--- config.mk ---
export PLATFORM = sky130hd
export DESIGN_NAME = branch_predict_ctrl
export DESIGN_NICKNAME = d
export VERILOG_FILES = /design/src/rtl/branch_predict_ctrl.sv
export SDC_FILE = /design/constraint.sdc
export NUM_CORES = 1
export LEC_CHECK = 0
export BUFFER_PORTS_ARGS = -buffer_cell sky130_fd_sc_hd__buf_2
export CELL_PAD_IN_SITES_DETAIL_PLACEMENT = 0
export CELL_PAD_IN_SITES_GLOBAL_PLACEMENT = 2
export CORE_ASPECT_RATIO = 0.5
export CORE_MARGIN = 2
export CORE_UTILIZATION = 29
export DETAILED_ROUTE_END_ITERATION = 10
export PLACE_DENSITY = 0.95
export SLEW_MARGIN = 20
export SYNTH_ARGS = -nofsm -noshare
export SYNTH_HDL_FRONTEND = slang
export SYNTH_SLANG_ARGS = --single-unit
--- constraint.sdc ---
create_clock -name i_clk -period 9 [get_ports i_clk]
set_input_delay 1.35 -clock i_clk [delete_from_list [all_inputs] [get_ports i_clk]]
set_output_delay 1.35 -clock i_clk [all_outputs]
set_load 0.02 [all_outputs]
--- src/rtl/branch_predict_ctrl.sv ---
// Branch predictor with a table of 2-bit saturating counters: predicts in ID,
// resolves and trains in EX, and keeps branch/mispredict statistics.
module branch_predict_ctrl #(
    parameter int XLEN        = 32,
    parameter int BHT_ENTRIES = 16,
    parameter int CNT_W       = 32
) (
    input  logic             i_clk,
    input  logic             i_rst,
    input  logic             i_stall,
    input  logic             i_id_valid,
    input  logic             i_id_is_branch,
    input  logic [XLEN-1:0]  i_id_pc,
    input  logic [XLEN-1:0]  i_id_target,
    output logic             o_id_pred_taken,
    output logic             o_id_redirect,
    output logic [XLEN-1:0]  o_id_redirect_pc,
    input  logic             i_ex_valid,
    input  logic             i_ex_is_branch,
    input  logic [XLEN-1:0]  i_ex_pc,
    input  logic [XLEN-1:0]  i_ex_target,
    input  logic             i_ex_pred_taken,
    input  logic             i_ex_branch,
    output logic             o_flush,
    output logic             o_ex_redirect,
    output logic [XLEN-1:0]  o_ex_redirect_pc,
    output logic [CNT_W-1:0] o_branch_count,
    output logic [CNT_W-1:0] o_mispredict_count
);

    localparam int IDX_W = $clog2(BHT_ENTRIES);

    logic [1:0]       bht [BHT_ENTRIES];
    logic [IDX_W-1:0] id_idx;
    logic [IDX_W-1:0] ex_idx;
    logic             id_act;
    logic             ex_act;
    logic             mispredict;
    logic             unused_id_pc_bits;

    assign id_idx = i_id_pc[2 +: IDX_W];
    assign ex_idx = i_ex_pc[2 +: IDX_W];

    // Only the index field of the ID PC selects a counter; the rest aliases.
    assign unused_id_pc_bits = ^{i_id_pc[1:0], i_id_pc[XLEN-1:IDX_W+2]};

    always_comb begin
        id_act           = i_id_valid & i_id_is_branch & ~i_stall;
        ex_act           = i_ex_valid & i_ex_is_branch & ~i_stall;
        mispredict       = ex_act & (i_ex_branch != i_ex_pred_taken);
        o_id_pred_taken  = id_act & bht[id_idx][1];
        // An EX correction overrides any younger ID redirect in the same cycle.
        o_id_redirect    = o_id_pred_taken & ~mispredict;
        o_id_redirect_pc = i_id_target;
        o_flush          = mispredict;
        o_ex_redirect    = mispredict;
        o_ex_redirect_pc = '0;
        if (mispredict) begin
            o_ex_redirect_pc = i_ex_branch ? i_ex_target : i_ex_pc + XLEN'(4);
        end
    end

    // ID reads the table combinationally, so a same-cycle EX write is seen
    // only from the next cycle on.
    generate
        for (genvar gi = 0; gi < BHT_ENTRIES; gi++) begin : g_bht
            always_ff @(posedge i_clk or posedge i_rst) begin
                if (i_rst) begin
                    bht[gi] <= 2'b01;
                end else if (ex_act && (ex_idx == IDX_W'(gi))) begin
                    if (i_ex_branch) begin
                        if (bht[gi] != 2'b11) begin
                            bht[gi] <= bht[gi] + 2'd1;
                        end
                    end else if (bht[gi] != 2'b00) begin
                        bht[gi] <= bht[gi] - 2'd1;
                    end
                end
            end
        end
    endgenerate

    always_ff @(posedge i_clk or posedge i_rst) begin
        if (i_rst) begin
            o_branch_count     <= '0;
            o_mispredict_count <= '0;
        end else if (ex_act) begin
            o_branch_count     <= o_branch_count + CNT_W'(1);
            o_mispredict_count <= o_mispredict_count + CNT_W'(mispredict);
        end
    end

endmodule

### After elaboration in Yosys (flattened, before gate mapping)

Cells that the tools add are included.

| operators by class | value |
|---|---|
| add/subtract/negate cells | 35 |
| multiply operators | 0 |
| div/mod/pow operators | 0 |
| magnitude comparators | 1 |
| equal/unequal tests | 48 |
| shift operators | 0 |
| mux-type cells | 53 |
| bitwise operators | 10 |
| reduce and logical (&&, ||, !) cells | 65 |

Operators by type and width:

| kind | number |
|---|---|
| $mux 2 | 50 |
| $mux 32 | 2 |
| $reduce_bool 2->1 | 32 |
| $reduce_and 3->1 | 16 |
| $add 2x1->2 const B | 16 |
| $add 32x1->32 | 1 |
| $add 32x1->32 const B | 1 |
| $add 32x3->32 const B | 1 |
| $eq 4x4->1 const B | 8 |
| $ne 2x1->1 const B | 16 |
| $ne 2x2->1 const B | 16 |
| $sub 2x1->2 const B | 16 |
| $eq 4x3->1 const B | 4 |
| $logic_and 1x1->1 | 16 |
| $bmux 2 s4 | 1 |
| $eq 4x2->1 const B | 2 |
| $and 1x1->1 | 7 |
| $ge 5x5->1 const B | 1 |
| $not 4->5 | 1 |
| $eq 4x1->1 const B | 1 |
| $logic_not 4->1 | 1 |
| $not 1->1 | 2 |
| $ne 1x1->1 | 1 |

| word-level totals | value |
|---|---|
| flip-flop bits (word level) | 96 |
| bits in latches | 0 |
| memory bits (writable) | 0 |
| ROM bits | 0 |
| bits of input ports | 137 |
| output and inout port bits | 132 |
| logic and storage cells | 230 |
| memories kept | 0 |

### Logic depth before layout (Yosys ltp)

| logic depth | value |
|---|---|
| depth after elaboration | 6 |
| depth in mapped cells | 11 |
| mapped depth without buffers | 9 |

### Least setup slack after synthesis

Ideal clock, no wire load.

| timing path | value |
|---|---|
| kind | input-to-output |
| start | in i_stall |
| end | out o_ex_redirect_pc[22] |
| data arrival time | 2.873 ns |
| data required time | 7.650 ns |
| slack | 4.777 ns |
| cell stages on the path | 7 |
| buffers on the path | 2 |
| path through | and3b_2 buf_2 nand2_1 inv_1 clkbuf_1 o21ai_0 a21oi_1 |

| between the ends | value |
|---|---|
| word-level cells in the longest chain between the ends | 4 |

Ends and longest elaborated chain:

| what | RTL line | text |
|---|---|---|
| start, declared | 10 | `input logic i_stall,` |
| $not 1->1 | 49 | `ex_act = i_ex_valid & i_ex_is_branch & ~i_stall;` |
| $and 1x1->1 | 49 |  |
| $and 1x1->1 | 50 | `mispredict = ex_act & (i_ex_branch != i_ex_pred_taken);` |
| via o_ex_redirect | 25 | `output logic o_ex_redirect,` |
| $mux 32 | 58 | `if (mispredict) begin` |
| end, declared | 26 | `output logic [XLEN-1:0] o_ex_redirect_pc,` |

The timed path passes the listed nets, and every way through them passes these cells.

### Worst setup path after layout

| timing path | value |
|---|---|
| start | in i_ex_branch |
| end | out o_ex_redirect_pc[21] |

| between the ends | value |
|---|---|
| word-level cells in the longest chain between the ends | 3 |
| elaborated cells between the ends (all ways) | 4 |
| those cells by class | eq/ne (1); mux (2); bitwise (1) |

Ends and longest elaborated chain:

| what | RTL line | text |
|---|---|---|
| start, declared | 23 | `input logic i_ex_branch,` |
| $ne 1x1->1 | 50 |  |
| $and 1x1->1 | 50 |  |
| $mux 32 (*) | 58 |  |

Every way passes the cells marked *; elsewhere a longest branch is shown, timed or not.

==> impl_metrics.py <==
metrics = {
    "run_status": {
        "status": "finished clean",
    },
    "detailed_routing": {
        "drt_pass1_iterations": 4,
        "wl_met3_microns": 704,
        "drt_iter0_drc": 258,
        "met2_length_microns": 7446,
        "drc_errors": 0,
        "wl_microns": 15800,
        "wl_per_cell_microns": 14.97,
        "top_layer_used": "met5",
        "vias_per_cell": 4.868,
        "wl_met1_microns": 7235,
        "antenna_left": 0,
        "vias": 5136,
    },
    "timing": {
        "post-route-period-util_pct": 57.50,
        "maxSlewHeadroom_pct": 45.83,
        "final_max_slew_viol_count": 0,
        "fin_crit_ns": 5.175,
        "finalSetupViolCount": 0,
        "finalHoldViolCount": 0,
        "clock.fmax_mhz": 193.2,
        "rsz0062_at_grt": "false",
        "fin_tns_setup_ns": 0,
        "finClkSkew_ns": 0.008646,
        "worst_pin_slew_ns": 0.8125,
    },
    "global_route": {
        "antenna_found_initial": 1,
        "grt_pass1_wl_microns": 25610,
        "grt_max_degree": 64,
        "gr-usage-all-layers_pct": 14.82,
        "grt_overflow": 0,
        "grt_pass1_vias": 4907,
    },
    "clock_tree": {
        "path_clk_slew_ns": 0.07,
        "cts-resized-gates": 0,
        "tritoncts": "done",
        "max-clock-path-buffers": 2,
        "root_buffer": "clkbuf_16",
        "cts_sinks": 96,
        "post-cts-setup-buffers": 0,
        "clock_latency_ns": 0.34,
        "numCtsBuffers": 9,
        "cts_hold_buf": 0,
        "htree_num_levels": 3,
    },
    "logic_synthesis": {
        "synth_top_area_share_pct": 34.01,
        "ys_seq_area_share_pct": 41.15,
        "yosys.area_share.simple_pct": 20.89,
        "synthArstFlopShare_pct": 100.0,
        "netlist_instances": 651,
        "syn_avg_cell_area_sq_um": 9.043,
        "synth_seq_cells": 96,
        "synth.most_common_cell": "dfrtp_1",
        "synth_area_sq_um": 5887,
        "synth_top_family_by_area": "simple AND/OR/NAND/NOR gates",
        "synth_nets": 795,
        "synth_compound_area_share_pct": 11.90,
        "synth-adder-area-share_pct": 2.848,
        "synth_area_leaders": "dfrtp_1, xnor2_1, dfstp_2, nand2_1, o21ai_0",
        "yosysUniqueCellTypes": 52,
        "synthFlopType": "dfrtp_1",
        "synth_xor_area_share_pct": 13.09,
        "synth_common_cells": "dfrtp_1, nand2_1, xnor2_1",
        "synth_area_leader_cell": "dfrtp_1",
        "ys_warn_count": 0,
        "synth_edf_count": 0,
        "synth_mux_area_share_pct": 2.721,
    },
    "die": {
        "placeableCoreArea_sq_um": 19680,
        "ios": 269,
        "die_height_microns": 104.7,
        "die_x_microns": 205.5,
        "die_area_sq_um": 21520,
        "initial_utilization_pct": 29.91,
        "rows": 36,
    },
    "final_layout": {
        "fin_nets": 927,
        "fin_util_pct": 35.84,
        "post_route_cells_drive_above_1_share_pct": 29.70,
        "area_growth_pct": 19.85,
        "n_fill_cell": 2051,
    },
    "worst_setup_path": {
        "reg2reg_depth": 5,
        "timing.critical_path.to_type": "output pin",
        "critPathMostFrequentCell": "buf_2",
        "path_cells": "buf_2, xor2_1, nand2_1, inv_1, o21ai_0, a21oi_1, buf_2",
        "r2r_slack_ns": 6.86,
        "r2r-start": "o_mispredict_count[3]$_DFFE_PP0N_",
        "criticalPathCategory": "in -> out",
        "r2r_end": "o_mispredict_count[27]$_DFFE_PP0N_",
        "path_buf_inv": 3,
        "start_kind": "input port",
        "cp_data_required_time_ns": 7.65,
        "slowest_delay_ns": 0.62,
        "crit_family": "buffers and inverters",
        "crit_slowest_cell": "inv_1",
        "worstPathArrival_ns": 3.83,
        "cp_max_fo": 43,
    },
    "place": {
        "detailed_place_hpwl_microns": 12020,
        "place_congestion": 0.8115,
        "io_buffers": 176,
    },
    "power": {
        "peakVddDrop_v": 0.00009614,
        "p_leak_nw": 3.312,
        "power.density_nw_per_um2": 139.9,
    },
    "hold_path": {
        "holdCritPathClass": "reg -> reg",
        "min_to": "o_branch_count[31]$_DFFE_PP0N_",
        "hp-start": "o_branch_count[31]$_DFFE_PP0N_",
        "min_path_cells": 1,
    },
    "flow_run": {
        "maxCapViolCount": 0,
    },
}
-- layout by cell type, fill, tap and decap left out, types with 2 or more instances in the layout --
cell type,Yosys,routed
nor4_2,2,2
and2_1,3,3
o2111ai_1,6,6
xor2_1,30,30
clkbuf_16,0,9
a21oi_1,37,37
nand4_1,23,23
nand2_1,75,75
dfrtp_1,80,80
mux2i_1,7,7
o21ai_0,56,56
a31oi_1,15,15
and3_1,12,12
and4_1,9,9
or3_1,2,2
and3_2,2,2
buf_2,3,176
nand3_1,47,47
nor3b_1,4,3
mux2_2,4,4
nor4_1,3,3
clkinvlp_4,0,2
dfstp_2,16,16
xnor2_1,58,58
nor2_1,34,34
mux4_2,2,2
buf_4,33,3
maj3_1,8,8
ha_1,7,7
a211oi_1,3,3
nor3_2,2,2
nor3_1,7,7
inv_1,21,20
clkinv_2,0,3
-- registers in the layout, indices dropped and copies added, names as in the netlist --
signal              cells
o_mispredict_count     32
bht                    32
o_branch_count         32
-- worst register-to-register path: cells and delay by family (launching register included) --
kind / cells / cell delay, ns
xor+xnor: 1 / 0.18
flops: 1 / 0.43
simple gates: 4 / 1.42
-- layer usage --
| metal | track usage (%) | up-vias |
|---|---|---|
| li1 | - | 2527 |
| met1 | 19.63 | 2465 |
| met2 | 23.74 | 108 |
| met3 | 3.369 | 34 |
| met4 | 5.087 | 2 |
| met5 | 0 | - |
-- stage by stage --
stage	hold slack [ns]	power, mW	cells	setup WS, ns	area (sq um)
6_report	0.4738	0.9870	1055	3.825	7056
5_1_grt	0.4968	1.038	1054	3.522	7053
4_1_cts	0.4735	1.002	1054	3.836	7048
3_5_place_dp	0.4638	0.6368	1038	3.839	6771
3_3_place_gp	0.4556	0.6326	1038	3.860	6771
2_1_floorplan	0.4710	0.5953	651	4.777	5887
-- worst max path at each step --
stage / startpoint / end / slack (ns) / cells after the start
floorplan: i_stall / o_ex_redirect_pc[22] / 4.78 / 7
global placement: i_ex_branch / o_ex_redirect_pc[21] / 3.86 / 7
detailed placement: i_ex_branch / o_ex_redirect_pc[21] / 3.84 / 7
CTS: i_ex_branch / o_ex_redirect_pc[21] / 3.84 / 7
global route: i_ex_branch / o_ex_redirect_pc[21] / 3.52 / 7
finish: i_ex_branch / o_ex_redirect_pc[21] / 3.82 / 7
-- cells by family after synthesis --
| group | after synthesis |
|---|---|
| multiplexers | 13 |
| AO/OA/AOI/OAI | 124 |
| AND/OR/NAND/NOR | 235 |
| buffers and inverters | 80 |
| XOR/XNOR | 88 |
| adder cells (fa/ha/maj) | 15 |
| flip-flops | 96 |
-- power breakdown --
| part | internal, mW | switching [mW] |
|---|---|---|
| clock | 0.195 | 0.165 |
| combinational | 0.0529 | 0.0898 |
| sequential | 0.461 | 0.0232 |
| total | 0.709 | 0.278 |
-- area by class of cell --
type                       instances  area (sq um)  area share, %
timing repair buffer             179         903.4          12.80
antenna                            1         2.502        0.03547
clock buffer                      11         242.7          3.440
multi-input combinational        475          3034          43.00
tap                              266         332.8          4.717
clock inverter                     5         33.78         0.4788
inverter                          22         83.83          1.188
sequential                        96          2422          34.33
Power figures use the tool's default switching activity.
